===== config.mk =====
export PLATFORM = sky130hd
export DESIGN_NAME = key_event_scheduler_flat
export DESIGN_NICKNAME = d
export VERILOG_FILES = /design/src/rtl/key_event_scheduler_if.sv /design/src/rtl/key_event_scheduler.sv /design/src/flat_wrapper.sv
export SDC_FILE = /design/constraint.sdc
export NUM_CORES = 1
export LEC_CHECK = 0
export CAP_MARGIN = 10
export CORE_MARGIN = 2
export CORE_UTILIZATION = 50
export DETAILED_ROUTE_END_ITERATION = 8
export HOLD_SLACK_MARGIN = 0.1
export PLACE_DENSITY = 0.67
export SLEW_MARGIN = 5
export SYNTH_ARGS = -nofsm -noshare
export SYNTH_HDL_FRONTEND = slang
export SYNTH_SLANG_ARGS = --single-unit

===== constraint.sdc =====
create_clock -name clk -period 4.81 [get_ports clk]
set_input_delay 0.962 -clock clk [delete_from_list [all_inputs] [get_ports clk]]
set_output_delay 0.962 -clock clk [all_outputs]
set_load 0.03 [all_outputs]

===== src/rtl/key_event_scheduler_if.sv =====
// Event stream from key_event_scheduler to its consumer: show-ahead head, occupancy and
// a ready strobe that pops the head.
interface key_event_scheduler_if #(
    parameter int unsigned DEPTH = 16
) ();
    logic                     evt_valid;
    logic                     evt_ready;
    logic [11:0]              evt_data;
    logic [$clog2(DEPTH):0]   evt_count;

    modport master (
        output evt_valid,
        output evt_data,
        output evt_count,
        input  evt_ready
    );

    modport slave (
        input  evt_valid,
        input  evt_data,
        input  evt_count,
        output evt_ready
    );
endinterface


===== src/rtl/key_event_scheduler.sv =====
// Queues key-press events in a show-ahead FIFO and injects typematic repeat entries for a
// held repeatable key. Entry format: {repeat, e0, is_ascii, 1'b0, code[7:0]}.
module key_event_scheduler #(
    parameter int unsigned DEPTH        = 16,
    parameter int unsigned DELAY_CYCLES = 25_000_000,
    parameter int unsigned RATE_CYCLES  = 2_500_000,
    parameter bit          REPEAT_EN    = 1'b1
) (
    input  logic                         clk,
    input  logic                         clrn,
    input  logic                         newKey,
    input  logic [7:0]                   scanCode,
    input  logic [7:0]                   scanCode_E0,
    input  logic [7:0]                   ASCII,
    input  logic                         isASCIIkey,
    input  logic                         ovf_clr,
    output logic                         overflow,
    key_event_scheduler_if.master        evt
);

    localparam int unsigned PtrW   = $clog2(DEPTH);
    localparam int unsigned CntW   = PtrW + 1;
    localparam int unsigned MaxCyc = (DELAY_CYCLES > RATE_CYCLES) ? DELAY_CYCLES : RATE_CYCLES;
    localparam int unsigned TmrW   = (MaxCyc > 2) ? $clog2(MaxCyc) : 1;

    typedef enum logic [1:0] {
        StIdle,
        StDelay,
        StRepeat
    } state_e;

    state_e            state_q, state_d;
    logic [TmrW-1:0]   timer_q, timer_d;
    logic              held_e0_q, held_e0_d;
    logic [7:0]        held_code_q, held_code_d;
    logic [10:0]       held_entry_q, held_entry_d;

    logic [11:0]       mem_q [DEPTH];
    logic [11:0]       mem_d [DEPTH];
    logic [PtrW-1:0]   wr_ptr_q, wr_ptr_d;
    logic [PtrW-1:0]   rd_ptr_q, rd_ptr_d;
    logic [CntW-1:0]   count_q, count_d;
    logic              overflow_q, overflow_d;

    logic              cap_e0;
    logic [7:0]        cap_code;
    logic [11:0]       press_entry;
    logic              repeatable;
    logic              still_held;
    logic [TmrW-1:0]   term_cnt;
    logic              rep_fire;

    logic              pop;
    logic              full;
    logic              press_push;
    logic              rep_push;
    logic              push;
    logic              ovf_set;
    logic [11:0]       push_data;

    // Entry capture from the live key inputs.
    always_comb begin
        cap_e0      = (scanCode_E0 != 8'h00);
        cap_code    = isASCIIkey ? ASCII : (cap_e0 ? scanCode_E0 : scanCode);
        press_entry = {1'b0, cap_e0, isASCIIkey, 1'b0, cap_code};
        repeatable  = isASCIIkey || (scanCode == 8'h66) ||
                      (scanCode_E0 == 8'h6B) || (scanCode_E0 == 8'h74) ||
                      (scanCode_E0 == 8'h75) || (scanCode_E0 == 8'h72);
        still_held  = held_e0_q ? (scanCode_E0 == held_code_q) : (scanCode == held_code_q);
        term_cnt    = (state_q == StDelay) ? TmrW'(DELAY_CYCLES - 1) : TmrW'(RATE_CYCLES - 1);
    end

    // Repeat FSM: a press always wins over a repeat tick in the same cycle.
    always_comb begin
        state_d      = state_q;
        timer_d      = timer_q;
        held_e0_d    = held_e0_q;
        held_code_d  = held_code_q;
        held_entry_d = held_entry_q;
        rep_fire     = 1'b0;

        if (newKey && REPEAT_EN) begin
            timer_d = '0;
            if (repeatable) begin
                state_d      = StDelay;
                held_e0_d    = cap_e0;
                held_code_d  = cap_e0 ? scanCode_E0 : scanCode;
                held_entry_d = press_entry[10:0];
            end else begin
                state_d = StIdle;
            end
        end else begin
            case (state_q)
                StIdle: begin
                    timer_d = '0;
                end
                StDelay, StRepeat: begin
                    if (!still_held) begin
                        state_d = StIdle;
                        timer_d = '0;
                    end else if (timer_q == term_cnt) begin
                        state_d  = StRepeat;
                        timer_d  = '0;
                        rep_fire = 1'b1;
                    end else begin
                        timer_d = timer_q + TmrW'(1);
                    end
                end
                default: begin
                    state_d = StIdle;
                    timer_d = '0;
                end
            endcase
        end
    end

    // FIFO control; repeats leave the last slot free so a press is never crowded out.
    always_comb begin
        pop        = (count_q != '0) && evt.evt_ready;
        full       = (count_q == CntW'(DEPTH));
        press_push = newKey && (!full || pop);
        ovf_set    = newKey && full && !pop;
        rep_push   = rep_fire && (count_q < CntW'(DEPTH - 1));
        push       = press_push || rep_push;
        push_data  = newKey ? press_entry : {1'b1, held_entry_q};

        mem_d = mem_q;
        if (push) begin
            mem_d[wr_ptr_q] = push_data;
        end

        wr_ptr_d = push ? (wr_ptr_q + PtrW'(1)) : wr_ptr_q;
        rd_ptr_d = pop ? (rd_ptr_q + PtrW'(1)) : rd_ptr_q;

        count_d = count_q;
        if (push && !pop) begin
            count_d = count_q + CntW'(1);
        end else if (pop && !push) begin
            count_d = count_q - CntW'(1);
        end

        overflow_d = ovf_set || (overflow_q && !ovf_clr);
    end

    always_ff @(posedge clk or negedge clrn) begin
        if (!clrn) begin
            state_q      <= StIdle;
            timer_q      <= '0;
            held_e0_q    <= 1'b0;
            held_code_q  <= 8'h00;
            held_entry_q <= '0;
            wr_ptr_q     <= '0;
            rd_ptr_q     <= '0;
            count_q      <= '0;
            overflow_q   <= 1'b0;
        end else begin
            state_q      <= state_d;
            timer_q      <= timer_d;
            held_e0_q    <= held_e0_d;
            held_code_q  <= held_code_d;
            held_entry_q <= held_entry_d;
            wr_ptr_q     <= wr_ptr_d;
            rd_ptr_q     <= rd_ptr_d;
            count_q      <= count_d;
            overflow_q   <= overflow_d;
        end
    end

    // Storage needs no reset; the head is masked whenever the FIFO is empty.
    always_ff @(posedge clk) begin
        mem_q <= mem_d;
    end

    assign evt.evt_valid = (count_q != '0);
    assign evt.evt_data  = (count_q != '0) ? mem_q[rd_ptr_q] : 12'h000;
    assign evt.evt_count = count_q;
    assign overflow      = overflow_q;

endmodule


===== src/flat_wrapper.sv =====
// flat-port wrapper written by rule: the top's interface ports become plain ports
module key_event_scheduler_flat 
#(
    parameter int unsigned DEPTH        = 16,
    parameter int unsigned DELAY_CYCLES = 25_000_000,
    parameter int unsigned RATE_CYCLES  = 2_500_000,
    parameter bit          REPEAT_EN    = 1'b1
)
  (clk, clrn, newKey, scanCode, scanCode_E0, ASCII, isASCIIkey, ovf_clr, overflow, evt_evt_valid, evt_evt_data, evt_evt_count, evt_evt_ready);
  key_event_scheduler_if #(.DEPTH(DEPTH)) evt_i ();
  input  logic clk;
  input  logic clrn;
  input  logic newKey;
  input  logic [7:0] scanCode;
  input  logic [7:0] scanCode_E0;
  input  logic [7:0] ASCII;
  input  logic isASCIIkey;
  input  logic ovf_clr;
  output logic overflow;
  output wire logic [$bits(evt_i.evt_valid)-1:0] evt_evt_valid;
  output wire logic [$bits(evt_i.evt_data)-1:0] evt_evt_data;
  output wire logic [$bits(evt_i.evt_count)-1:0] evt_evt_count;
  input wire logic [$bits(evt_i.evt_ready)-1:0] evt_evt_ready;
  assign evt_evt_valid = evt_i.evt_valid;
  assign evt_evt_data = evt_i.evt_data;
  assign evt_evt_count = evt_i.evt_count;
  assign evt_i.evt_ready = evt_evt_ready;
  key_event_scheduler #(.DEPTH(DEPTH), .DELAY_CYCLES(DELAY_CYCLES), .RATE_CYCLES(RATE_CYCLES), .REPEAT_EN(REPEAT_EN)) u_core (.clk(clk), .clrn(clrn), .newKey(newKey), .scanCode(scanCode), .scanCode_E0(scanCode_E0), .ASCII(ASCII), .isASCIIkey(isASCIIkey), .ovf_clr(ovf_clr), .overflow(overflow), .evt(evt_i));
endmodule

Yosys cells after proc, flatten, opt, wreduce, memory -nomap -nowiden
Cells that the tools add are included.
{ "totals": {"ff_bits": 252, "latchBits": 0, "mem_bits_rw": 0, "mem_bits_ro": 0, "inputBits": 30, "wordCells": 104, "memories": 0} }
{ "op_classes": {"add_sub_neg": 5, "n_mul": 0, "div": 0, "magnitude_cmp": 4, "eq_ne": 13, "shifts": 0, "n_mux": 27, "bitwise": 2, "reduce_logical": 28} }
{ "op_table": {"columns": ["cell", "count"], "rows": [
  ["$bwmux W192", 1],
  ["$mux W25", 5],
  ["$mux W12", 5],
  ["$bmux W12 S4", 1],
  ["$demux W12 S4", 1],
  ["$eq A8 B7 Y1 const B", 5],
  ["$add A25 B1 Y25 const B", 1],
  ["$eq A25 B25 Y1", 1],
  ["$eq A8 B8 Y1", 2],
  ["$mux W8", 2],
  ["$ge A5 B5 Y1 const B", 2],
  ["$mux W5", 2],
  ["$not A4 Y5", 2],
  ["$logic_and A1 B1 Y1", 9],
  ["$add A4 B1 Y4 const B", 2],
  ["$logic_or A1 B1 Y1", 8],
  ["$reduce_bool A8 Y1", 1],
  ["$mux W1", 6],
  ["$mux W2", 3],
  ["$add A5 B1 Y5 const B", 1],
  ["$eq A5 B5 Y1 const B", 1],
  ["$lt A5 B1 Y1 const B", 1],
  ["$lt A5 B4 Y1 const B", 1],
  ["$reduce_bool A5 Y1", 1],
  ["11 further kinds", 15]
]} }

Depth between registers and ports, before layout
Gate-level depths: netlist (run 1).
{ "logic_depth": {"word_depth": 13, "ltp_mapped": 16, "ltp_nobuf": 15} }

Least setup slack after synthesis (run 1)
OpenSTA, ideal clock, no wires.
{ "synth_path": {"kind": "input to register", "from": "in newKey", "to": "reg u_core.count_q[4], in the netlist u_core.evt.evt_count[4]", "setup_ns": 0.081, "t_arrival_ns": 3.607, "required_time_ns": 4.729, "path_slack_ns": 1.122, "stages": 15, "path_buffers": 2, "path_cell_list": "clkbuf_1 -> nor3b_1 -> mux2i_1 -> nor4_4 -> nand3_4 -> buf_6 -> nand2_1 -> ha_1 -> inv_1 -> ha_1 -> nor2b_1 -> o21a_1 -> or3_1 -> a21oi_1 -> xor2_1"} }
{ "synth_via": {"elab_chain_len": 6, "elab_cells_between_ends": 9, "cone_classes": "mux (2); reduce/logical (7)"} }
{ "synth_rtl": {"columns": ["item", "line", "text"], "rows": [
  ["start, declared", "flat_wrapper.sv:13", "input logic newKey;"],
  ["$mux W1", "key_event_scheduler.sv:82", "if (newKey && REPEAT_EN) begin"],
  ["$logic_and A1 B1 Y1", "key_event_scheduler.sv:123", "rep_push = rep_fire && (count_q < CntW'(DEPTH - 1));"],
  ["$logic_or A1 B1 Y1 *", "key_event_scheduler.sv:124", "push = press_push || rep_push;"],
  ["named net u_core.push", "key_event_scheduler.sv:57", "logic push;"],
  ["$logic_not A1 Y1", "key_event_scheduler.sv:138", "end else if (pop && !push) begin"],
  ["$logic_and A1 B1 Y1", "key_event_scheduler.sv:138", null],
  ["$reduce_bool A2 Y1 (no source line)", null, null],
  ["end signal, assigned", "key_event_scheduler.sv:164", "count_q <= count_d;"],
  ["end, declared", "key_event_scheduler.sv:42", "logic [CntW-1:0] count_q, count_d;"]
]} }
The timed path passes the listed nets; every way through them passes the cells marked *.
A chain may end at the register's enable or synchronous reset.

Worst setup path after layout (run 1)
{ "layout_path": {"from": "reg u_core.rd_ptr_q[0]", "to": "out evt_evt_data[1]"} }
{ "layout_via": {"elab_chain_len": 5} }
{ "layout_rtl": {"columns": ["item", "line", "text"], "rows": [
  ["start, declared", "key_event_scheduler.sv:41", "logic [PtrW-1:0] rd_ptr_q, rd_ptr_d;"],
  ["start signal, assigned", "key_event_scheduler.sv:163", "rd_ptr_q <= rd_ptr_d;"],
  ["$not A4 Y5 (not written as such)", "key_event_scheduler.sv:175", "assign evt.evt_data = (count_q != '0) ? mem_q[rd_ptr_q] : 12'h000;"],
  ["$bmux W12 S4", "key_event_scheduler.sv:175", null],
  ["$mux W12 (not written as such) (2 in a row)", "key_event_scheduler.sv:175", null],
  ["$mux W12", "key_event_scheduler.sv:175", null],
  ["end, declared", "flat_wrapper.sv:21", "output wire logic [$bits(evt_i.evt_data)-1:0] evt_evt_data;"]
]} }
No other way between the ends. The select of a mux whose other input is x is not followed.

==> results of run 1 <==
[stage by stage]
stage                     hold WS [ns]  util [%]  setup slack [ns]  instance area (um^2)
after floorplan                  0.455         -              1.12                 10500
after global placement           0.476      54.6             0.501                 11400
after detailed placement         0.484      54.6             0.294                 11400
after CTS                        0.492      58.6             0.402                 12200
after global routing             0.523      58.6             0.293                 12200
final                            0.487      58.6             0.487                 12200
[registers in the layout (all words and copies together) (netlist names)]
register / flops
u_core.mem_q: 176
u_core.wr_ptr_q: 4
u_core.overflow: 1
u_core.rd_ptr_q: 4
u_core.held_code_q: 8
u_core.held_entry_q: 9
u_core.state_q: 2
u_core.held_e0_q: 1
u_core.evt.evt_count: 5
u_core.timer_q: 25
[metal layers]
| metal | routed length, um | part of all wire, % | GRT usage, % | vias up |
|---|---|---|---|---|
| li1 | - | - | - | 2685 |
| met1 | 9460 | 43 | 28.3 | 3008 |
| met2 | 11200 | 51 | 35.7 | 157 |
| met3 | 1070 | 4.8 | 2.63 | 31 |
| met4 | 369 | 1.7 | 4.90 | 0 |
| met5 | 0 | 0 | 0 | - |
[logic make-up after synthesis]
| family | Yosys count |
|---|---|
| adder cells (fa/ha/maj) | 14 |
| multiplexers | 98 |
| flip-flops | 235 |
| buffers and inverters | 62 |
| XOR/XNOR | 37 |
| AND/OR/NAND/NOR | 160 |
| AO/OA/AOI/OAI | 58 |
| other | 1 |
[final cells by class]
cell class | count | area, um^2 | share of cell area, %
flip-flops and latches | 235 | 6760 | 55.4
clock inverters | 15 | 181 | 1.49
multi-input cells | 368 | 3520 | 28.8
well taps | 275 | 344 | 2.82
repair buffers | 65 | 626 | 5.12
clock buffers | 30 | 654 | 5.36
inverters | 33 | 124 | 1.01
[worst max-delay path: stages (launching register included)]
cell and delay, ns:
sky130_fd_sc_hd__dfrtp_2 0.69, sky130_fd_sc_hd__buf_4 0.38, sky130_fd_sc_hd__mux4_2 0.56, sky130_fd_sc_hd__mux4_2 0.48, sky130_fd_sc_hd__and2_1 0.16, sky130_fd_sc_hd__clkdlybuf4s50_1 0.58
[placed cells by master (no fill, tap or decap), drive strengths merged, types with 5 or more instances in the layout]
cell,instances
nand3,19
mux2i,26
and2,16
clkbuf,30
inv,34
or4,5
mux2,17
mux4,55
edfxtp,176
ha,13
nand2,31
clkdlybuf4s50,46
nor4,7
o21ai,10
dfrtp,59
nor2,37
xnor2,21
xor2,16
a21oi,31
clkinv,9
nand4,13
buf,19
[worst paths after layout]
kind                            slack, ns  cells past startpoint                      end
worst max-delay path                 0.49                      5          evt_evt_data[1]
worst min-delay path                 0.49                      1        u_core.timer_q[0]
worst max register to register       0.84                     14  u_core.evt.evt_count[4]
worst min register to register       0.49                      1        u_core.timer_q[0]
max in group asynchronous            3.65                      2       u_core.rd_ptr_q[1]
min in group asynchronous            0.59                      2        u_core.timer_q[9]
[power groups by stage]
stage	logic [uW]	registers, uW	clock network, uW
floorplan	1430	2590	0
global placement	1930	2710	0
detailed placement	1990	2720	0
CTS	1990	2680	1970
global route	2120	2710	2060
finish	1970	2680	1940
==> run summary, run 1 <==
Result of the run: finished, final reports clean
Cell variety after synth: 63
Via total after detailed routing: 5881
Setup Skew: 0.00945 ns
P_sw: 1980 uW
Vert. Die Dim: 149 um
Count of port buffers added during placement: 47
Leftover overflow at the end of global routing: 0
Clock-pin slew of the registers on the worst-case setup and hold paths: 0.06 ns
Count of inserted antenna diode cells: 0
Post-CTS Setup Bufs: 0
Synthesized-area fraction occupied by ao, oa, aoi and oai cells: 3.80%
Class of the most critical hold timing path: register to register
Simple logic cell fraction of the synthesized area: 8.67%
Leading cell types by count after synthesis: sky130_fd_sc_hd__edfxtp_1 (176), sky130_fd_sc_hd__dfrtp_1 (59), sky130_fd_sc_hd__mux4_2 (55), sky130_fd_sc_hd__nor2_1 (37), sky130_fd_sc_hd__inv_1 (33)
Req. time, crit path: 3.85 ns
Gr usage total: 20.7%
Number of enable flip-flop cells after synthesis: 176
Worst setup SP type: register
Hold_buf cts: 0
Drt pass-1 iters: 4
Area added between synthesis and finish: 15.9%
Buffer depth of the longest clock path: 3
Die outline area: 22200 um^2
Clk network pwr share: 29.5%
Synth warnings: 0
Power density over the cells: 540 nW/um^2
RD Place Congestion: 0.867
Number of buffers created by CTS: 25
Buffer cell driving the clock tree root: sky130_fd_sc_hd__clkbuf_16
Crit Reg-Reg Startpoint: u_core.timer_q[0]
Post-synthesis async set-or-reset flop share: 25.1%
Maxcap violations: 0
Count of pins over their slew limit: 0
Average via count per standard cell: 5.76
HPWL Detailed: 14100 um
Max-slew headroom at the worst pin: 25.9%
Biggest area contributors in the synthesized netlist: sky130_fd_sc_hd__edfxtp_1 (50%), sky130_fd_sc_hd__dfrtp_1 (14%), sky130_fd_sc_hd__mux4_2 (12%)
Launch instance of the worst min-delay path: u_core.timer_q[0]
Unrepaired setup endpoints after global routing: no
Num rows: 53
Vias in the first global route: 6192
H-tree levels: 1
Final total negative setup slack: 0 ns
Clock latency reported for the late side of the worst-skew pair: 0.51 ns
Combinational cell fraction of total power: 29.9%
Sequential-to-total area share from yosys stat: 64.2%
Switching power share of the total: 30.0%
Post-synthesis xor/xnor area fraction: 3.08%
Area of the core region: 20800 um^2
Fraction of final layout cells sized beyond drive strength 1: 20.5%
Launching element of the worst setup path: u_core.rd_ptr_q[0]
Routed wire length per instance: 21.6 um
Final standard cell count with taps included and fillers excluded: 1021
Placed Instances: 976
Data arrival at the endpoint of the critical path: 3.36 ns
Fmax: 231 MHz
Multiplexer share of the synthesized area: 16.0%
Critical Setup Path Class: register to output pin
Leading cell type by number of instances after synthesis: sky130_fd_sc_hd__edfxtp_1
Number of nets with antenna violations after detailed routing: 0
Post-synthesis share of cell area spent on full adders, half adders and majority gates: 1.73%
Worst-margin pin slew: 1.11 ns
Die X-Extent: 149 um
First-pass GRT wire length: 35000 um
DRC viols: 0
Mean area per synthesized cell: 15.8 um^2
Largest family of logic cells by synthesized area: multiplexers
Final hold violation count: 0
Total nets after synthesis: 709
Static leakage power: 0.00430 uW
DR iter-0 viols: 528
Total wirelength of the detailed-routed design: 22100 um
Post-layout min period: 4.32 ns
Post-route clock period utilization: 89.9%
Flip-flop and latch count after synthesis: 235
CTS tree: built
Syn Std Cell Area: 10500 um^2
Largest net degree at the start of global routing: 60
Initial standard-cell utilization of the core: 50.6%
Final layout net count: 772
Element type at the critical path end: output pin
Top-Level Pins: 49
Initial antenna violation count: 0
Power consumption: 6590 uW
Cell Int Power: 4610 uW
Clock sink count: 235
Share of the synthesized area in the top cell type: 50.2%
PostCTS Resize Cnt: 0
Predominant post-synthesis flop cell: sky130_fd_sc_hd__edfxtp_1
Reg power frac: 40.6%
Fill cell instance count of the final layout: 1595
Library cell with the largest summed area after synthesis: sky130_fd_sc_hd__edfxtp_1
Setup-violating endpoint count in the final report: 0
Largest driver fanout on the critical path: 16
IR Drop Worst-Case VDD: 0.281 mV
Cell count after synthesis: 665
Note: power is estimated with default switching activity, not from simulation.
==> run 2, diff against run 1 <==
CELL_PAD_IN_SITES_DETAIL_PLACEMENT = 1   (was default)
CELL_PAD_IN_SITES_GLOBAL_PLACEMENT = 1   (was default)
PLACE_DENSITY = 0.77   (was 0.67)
==> run 2 against run 1 <==
  * Sequential cell count unchanged
  * Combinational power hardly changed
  * First-iteration DRC count down 36%
  * Critical path type unchanged
  * Hold slack better by 0.011 ns
  * Clock skew decreased by 0.0012 ns
  * Largest cell class unchanged
  * Power fell by 1.2%
  * Utilization decreased by 0.29 points
  * Global-route usage grew 2.4 points
  * Clock power is 6% lower
==> run summary, run 2 (synthesized netlist as in run 1, its figures left out) <==
Count of inserted antenna diode cells: 0 (unchanged)
Clock latency reported for the late side of the worst-skew pair: 0.52 ns (was 0.51 ns)
Post-CTS Setup Bufs: 0 (unchanged)
Min setup slack post-route: 0.474 ns (was 0.487 ns)
Fraction of final layout cells sized beyond drive strength 1: 19.0% (was 20.5%)
Final hold violation count: 0 (unchanged)
Biggest regs: u_core.mem_q (176), u_core.timer_q (25), u_core.held_entry_q (9) (unchanged)
Fmax: 231 MHz (about the same)
Clock-pin slew of the registers on the worst-case setup and hold paths: 0.06 ns (about the same)
Max-slew headroom at the worst pin: 25.1% (was 25.9%)
Unrepaired setup endpoints after global routing: no (unchanged)
Largest net degree at the start of global routing: 60 (unchanged)
Data arrival at the endpoint of the critical path: 3.37 ns (was 3.36 ns)
Initial antenna violation count: 0 (unchanged)
Element type at the critical path end: output pin (unchanged)
Via total after detailed routing: 5985 (was 5881)
Top-Level Pins: 49 (unchanged)
Gr usage total: 23.1% (was 20.7%)
Worst r2r dst: u_core.evt.evt_count[4] (unchanged)
Routed wire length per instance: 24.1 um (was 21.6 um)
Worst-margin pin slew: 1.12 ns (was 1.11 ns)
HPWL Detailed: 16100 um (was 14100 um)
Buffer cell driving the clock tree root: sky130_fd_sc_hd__clkbuf_16 (unchanged)
Count of port buffers added during placement: 47 (unchanged)
Most common library cell in the layout ignoring fill and taps: sky130_fd_sc_hd__edfxtp_1 (unchanged)
Final standard cell count with taps included and fillers excluded: 1021 (unchanged)
Metal1 wirelength: 10100 um (was 9460 um)
Worst-case register-to-register setup slack: 0.76 ns (was 0.84 ns)
Count of cells along the worst hold path: 1 (unchanged)
Total met3 wirelength after detailed routing: 940 um (was 1070 um)
Hold_buf cts: 0 (unchanged)
Buffer depth of the longest clock path: 3 (unchanged)
Most flop-heavy register: u_core.mem_q (unchanged)
Class of the most critical hold timing path: register to register (unchanged)
Critical Setup Path Class: register to output pin (unchanged)
Maxcap violations: 0 (unchanged)
H-tree levels: 1 (unchanged)
Area of the core region: 20800 um^2 (unchanged)
Flip-flop count of the largest register, all copies and words added: 176 (unchanged)
Number of buffers created by CTS: 25 (unchanged)
Post-layout min period: 4.34 ns (was 4.32 ns)
Area added between synthesis and finish: 15.3% (was 15.9%)
Die outline area: 22200 um^2 (unchanged)
DRC viols: 0 (unchanged)
Largest driver fanout on the critical path: 18 (was 16)
Static leakage power: 0.00425 uW (was 0.00430 uW)
Power density over the cells: 536 nW/um^2 (was 540 nW/um^2)
Number of nets with antenna violations after detailed routing: 0 (unchanged)
DR iter-0 viols: 339 (was 528)
Result of the run: finished, final reports clean (unchanged)
Setup Skew: 0.00826 ns (was 0.00945 ns)
Clock sink count: 235 (unchanged)
End of the worst hold path: u_core.timer_q[0] (unchanged)
Die X-Extent: 149 um (unchanged)
Total wirelength of the detailed-routed design: 24600 um (was 22100 um)
RD Place Congestion: 0.908 (was 0.867)
Post-route clock period utilization: 90.1% (was 89.9%)
Drt pass-1 iters: 4 (unchanged)
Final layout net count: 772 (unchanged)
Setup slack after placement: 0.259 ns (was 0.294 ns)
First-pass GRT wire length: 38800 um (was 35000 um)
Average via count per standard cell: 5.86 (was 5.76)
Placed Instances: 976 (unchanged)
Launching element of the worst setup path: u_core.rd_ptr_q[0] (unchanged)
IR Drop Worst-Case VDD: 0.241 mV (was 0.281 mV)
Final total negative setup slack: 0 ns (unchanged)
Launch instance of the worst min-delay path: u_core.timer_q[0] (unchanged)
Leftover overflow at the end of global routing: 0 (unchanged)
Count of pins over their slew limit: 0 (unchanged)
Highest-count cells in the layout ignoring fill and taps: sky130_fd_sc_hd__edfxtp_1 (176), sky130_fd_sc_hd__dfrtp_1 (57), sky130_fd_sc_hd__mux4_2 (55) (unchanged)
Highest signal layer in the routed design: met4 (unchanged)
Worst setup SP type: register (unchanged)
Setup-violating endpoint count in the final report: 0 (unchanged)
Num rows: 53 (unchanged)
Initial standard-cell utilization of the core: 50.6% (unchanged)
Total length of routed met2 wires: 12900 um (was 11200 um)
Worst R2R Path Depth: 14 (unchanged)
PostCTS Resize Cnt: 0 (unchanged)
Vias in the first global route: 6665 (was 6192)
Vert. Die Dim: 149 um (unchanged)
Crit Reg-Reg Startpoint: u_core.timer_q[0] (unchanged)
CTS tree: built (unchanged)
Req. time, crit path: 3.85 ns (about the same)
run 2: power breakdown:
part	internal [uW]	leakage, uW	switching (uW)
clock	1060	0.000373	772
sequential	2430	0.00232	266
combinational	996	0.00157	986
total	4490	0.00425	2020
run 2: area by class of cell:
cell class                 count  area [um^2]
clock buffer                  28          637
multi-input combinational    368         3520
sequential                   235         6760
timing repair buffer          65          626
clock inverter                17          138
inverter                      33          124
tap                          275          344
fill                        1954         8670
run 2: stage by stage:
stage / hold slack (ns) / power [uW] / util [%] / cell area, um^2
after floorplan: 0.455 / 4010 / - / 10500
after global placement: 0.474 / 4640 / 54.6 / 11400
after detailed placement: 0.494 / 4740 / 54.6 / 11400
after CTS: 0.505 / 6560 / 58.4 / 12200
after global routing: 0.526 / 6790 / 58.4 / 12200
final: 0.497 / 6510 / 58.4 / 12200
run 2: critical path, cell delays in order (launching register included):
cell and delay (ns):
sky130_fd_sc_hd__dfrtp_2 0.79, sky130_fd_sc_hd__buf_12 0.27, sky130_fd_sc_hd__mux4_2 0.52, sky130_fd_sc_hd__mux4_2 0.49, sky130_fd_sc_hd__and2_1 0.18, sky130_fd_sc_hd__clkdlybuf4s50_1 0.59
run 2: worst max-delay path by stage:
stage	to
2_1_floorplan	u_core.evt.evt_count[4]
3_3_place_gp	u_core.evt.evt_count[4]
3_5_place_dp	u_core.evt.evt_count[4]
4_1_cts	evt_evt_data[11]
5_1_grt	evt_evt_data[11]
6_report	evt_evt_data[11]
run 2: per-layer routing:
metal | GRT usage (%) | up-vias
met5 | 0 | -
met4 | 6.29 | 0
met3 | 2.45 | 44
met2 | 41.5 | 133
met1 | 30.0 | 3129
li1 | - | 2679
==> run 3, diff against run 2 <==
CORE_MARGIN = 1.5   (was 2)
==> run 3 against run 2 <==
  * Clock power shrank 3%
  * Global-route usage up 0.58 points
  * Register-to-register slack better by 0.26 ns
  * Power is 0.61% lower
  * Hold slack lost 0.0087 ns
  * Sequential cell count unchanged
  * Final cell count decreased by 0.20%
  * Sequential share of layout area about the same
  * Via count up 2.0%
  * Critical path depth unchanged
  * Sequential power is essentially flat
  * Design area is essentially flat
  * Critical path type unchanged
  * Critical endpoint is now evt_evt_data[5]
  * Highest routed layer unchanged
==> run summary, run 3 (synthesized netlist as in run 1, its figures left out) <==
Result of the run: finished, final reports clean (unchanged)
Post-route clock period utilization: 87.9% (was 90.1%)
Crit Reg-Reg Startpoint: u_core.timer_q[0] (unchanged)
M1 GR Usage: 30.2% (was 30.0%)
Hold_buf cts: 0 (unchanged)
Critical Path Max Stage Delay: 0.60 ns (was 0.79 ns)
Launching element of the worst setup path: u_core.rd_ptr_q[0] (unchanged)
Die outline area: 21900 um^2 (was 22200 um^2)
Launch instance of the worst min-delay path: u_core.timer_q[0] (unchanged)
Total wirelength of the detailed-routed design: 24800 um (was 24600 um)
Clock sink count: 235 (unchanged)
Routed wire length per instance: 24.3 um (was 24.1 um)
Initial standard-cell utilization of the core: 51.6% (was 50.6%)
Buffer cell driving the clock tree root: sky130_fd_sc_hd__clkbuf_16 (unchanged)
Vias in the first global route: 6740 (was 6665)
Setup Skew: 0.00880 ns (was 0.00826 ns)
Most flop-heavy register: u_core.mem_q (unchanged)
Fraction of final layout cells sized beyond drive strength 1: 19.5% (was 19.0%)
DRC viols: 0 (unchanged)
Average via count per standard cell: 5.99 (was 5.86)
Final hold violation count: 0 (unchanged)
Post-route design area: 12100 um^2 (was 12200 um^2)
Unrepaired setup endpoints after global routing: no (unchanged)
Worst-margin pin slew: 1.01 ns (was 1.12 ns)
PostCTS Resize Cnt: 0 (unchanged)
Element type at the critical path end: output pin (unchanged)
Final layout net count: 775 (was 772)
Initial antenna violation count: 0 (unchanged)
IR Drop Worst-Case VDD: 0.267 mV (was 0.241 mV)
H-tree levels: 1 (unchanged)
Count of port buffers added during placement: 47 (unchanged)
Final standard cell count with taps included and fillers excluded: 1019 (was 1021)
Power consumption: 6470 uW (was 6510 uW)
Post-CTS Setup Bufs: 0 (unchanged)
Met2 Track Usage GR: 42.9% (was 41.5%)
Most common library cell in the layout ignoring fill and taps: sky130_fd_sc_hd__edfxtp_1 (unchanged)
Biggest regs: u_core.mem_q (176), u_core.timer_q (25), u_core.held_entry_q (9) (unchanged)
CTS tree: built (unchanged)
Fmax: 236 MHz (was 231 MHz)
Via total after detailed routing: 6102 (was 5985)
Worst setup SP type: register (unchanged)
Met3 GRT Util: 3.13% (was 2.45%)
Leftover overflow at the end of global routing: 0 (unchanged)
Die X-Extent: 148 um (was 149 um)
Post-layout min period: 4.23 ns (was 4.34 ns)
Buffer depth of the longest clock path: 3 (unchanged)
Most used routing layer in global routing: met2 (unchanged)
Count of pins over their slew limit: 0 (unchanged)
Worst-case register-to-register setup slack: 1.02 ns (was 0.76 ns)
Number of nets with antenna violations after detailed routing: 0 (unchanged)
Setup-violating endpoint count in the final report: 0 (unchanged)
Placed Instances: 973 (was 976)
CP max stage cell: sky130_fd_sc_hd__dfrtp_2 (unchanged)
Num rows: 52 (was 53)
CP Cell Sequence: buf_12, mux4_2, mux4_2, and2_1, clkdlybuf4s50_1 (unchanged)
Final total negative setup slack: 0 ns (unchanged)
Flip-flop count of the largest register, all copies and words added: 176 (unchanged)
Most frequent cell on the critical path: sky130_fd_sc_hd__mux4_2 (unchanged)
Data arrival at the endpoint of the critical path: 3.27 ns (was 3.37 ns)
Class of the most critical hold timing path: register to register (unchanged)
Gr usage total: 23.7% (was 23.1%)
Top-Level Pins: 49 (unchanged)
Cell family contributing the most delay on the critical path: multiplexers (unchanged)
Largest driver fanout on the critical path: 28 (was 18)
Power density over the cells: 533 nW/um^2 (was 536 nW/um^2)
Number of buffers created by CTS: 25 (unchanged)
Placed inst area: 11400 um^2 (about the same)
Count of inserted antenna diode cells: 0 (unchanged)
Critical Setup Path Class: register to output pin (unchanged)
Max-slew headroom at the worst pin: 32.4% (was 25.1%)
Area added between synthesis and finish: 15.3% (about the same)
Highest-count cells in the layout ignoring fill and taps: sky130_fd_sc_hd__edfxtp_1 (176), sky130_fd_sc_hd__dfrtp_1 (57), sky130_fd_sc_hd__mux4_2 (55) (unchanged)
Maxcap violations: 0 (unchanged)
Worst path buffer plus inverter count: 2 (unchanged)
RD Place Congestion: 0.879 (was 0.908)
First-pass GRT wire length: 38900 um (was 38800 um)
Clock-pin slew of the registers on the worst-case setup and hold paths: 0.06 ns (about the same)
Static leakage power: 0.00426 uW (was 0.00425 uW)
HPWL Detailed: 16400 um (was 16100 um)
Clock latency reported for the late side of the worst-skew pair: 0.53 ns (was 0.52 ns)
Largest net degree at the start of global routing: 60 (unchanged)
Drt pass-1 iters: 5 (was 4)
DR iter-0 viols: 371 (was 339)
Req. time, crit path: 3.85 ns (about the same)
Area of the core region: 20400 um^2 (was 20800 um^2)
Vert. Die Dim: 148 um (was 149 um)
## run 3: cell types whose count changed in the layout (fill, tap and decap cells not counted), sizes merged
cell    before  now
buf         19   22
bufinv       2    1
clkbuf      28   29
## run 3: cell type report
| cell class | instances | area, um^2 |
|---|---|---|
| inverter | 33 | 124 |
| sequential | 235 | 6760 |
| timing repair buffer | 68 | 648 |
| clock inverter | 16 | 110 |
| clock buffer | 29 | 641 |
| fill | 1915 | 8290 |
| multi-input combinational | 368 | 3520 |
| tap | 270 | 338 |
## run 3: metrics by stage
stage | setup slack (ns) | util, % | hold slack, ns
global route | 0.427 | 59.4 | 0.528
floorplan | 1.12 | - | 0.455
finish | 0.580 | 59.4 | 0.489
detailed placement | 0.548 | 55.7 | 0.489
CTS | 0.524 | 59.4 | 0.496
global placement | 0.714 | 55.7 | 0.476
## run 3: per-layer routing
layer	share of wire (%)	wire length (um)
met3	4.7	1180
met5	0	0
met1	40	9860
met2	53	13200
met4	2.1	523
## run 3: worst register-to-register path, cell delays in order (launching register included)
cell,delay (ns)
sky130_fd_sc_hd__dfrtp_1,0.39
sky130_fd_sc_hd__ha_1,0.23
sky130_fd_sc_hd__nand4_1,0.34
sky130_fd_sc_hd__or4_4,0.65
sky130_fd_sc_hd__a21oi_4,0.24
sky130_fd_sc_hd__nand3_4,0.10
sky130_fd_sc_hd__nand2_1,0.10
sky130_fd_sc_hd__ha_1,0.23
sky130_fd_sc_hd__inv_1,0.12
sky130_fd_sc_hd__ha_1,0.30
sky130_fd_sc_hd__nor2b_1,0.14
sky130_fd_sc_hd__o21a_1,0.19
sky130_fd_sc_hd__or3_1,0.31
sky130_fd_sc_hd__a21oi_1,0.19
sky130_fd_sc_hd__xor2_1,0.18
## run 3: path summary, 6_finish.rpt
| path | endpoint | depth (start not counted) |
|---|---|---|
| setup / recovery | evt_evt_data[5] | 5 |
| hold / removal | u_core.timer_q[0] | 1 |
| setup reg to reg | u_core.evt.evt_count[4] | 14 |
| hold reg to reg | u_core.timer_q[0] | 1 |
| max in group asynchronous | u_core.rd_ptr_q[1] | 2 |
| min in group asynchronous | u_core.timer_q[10] | 2 |
## run 3: power by group
| part | switching [uW] | internal [uW] |
|---|---|---|
| Combinational | 1020 | 996 |
| Sequential | 253 | 2430 |
| Clock | 767 | 1010 |
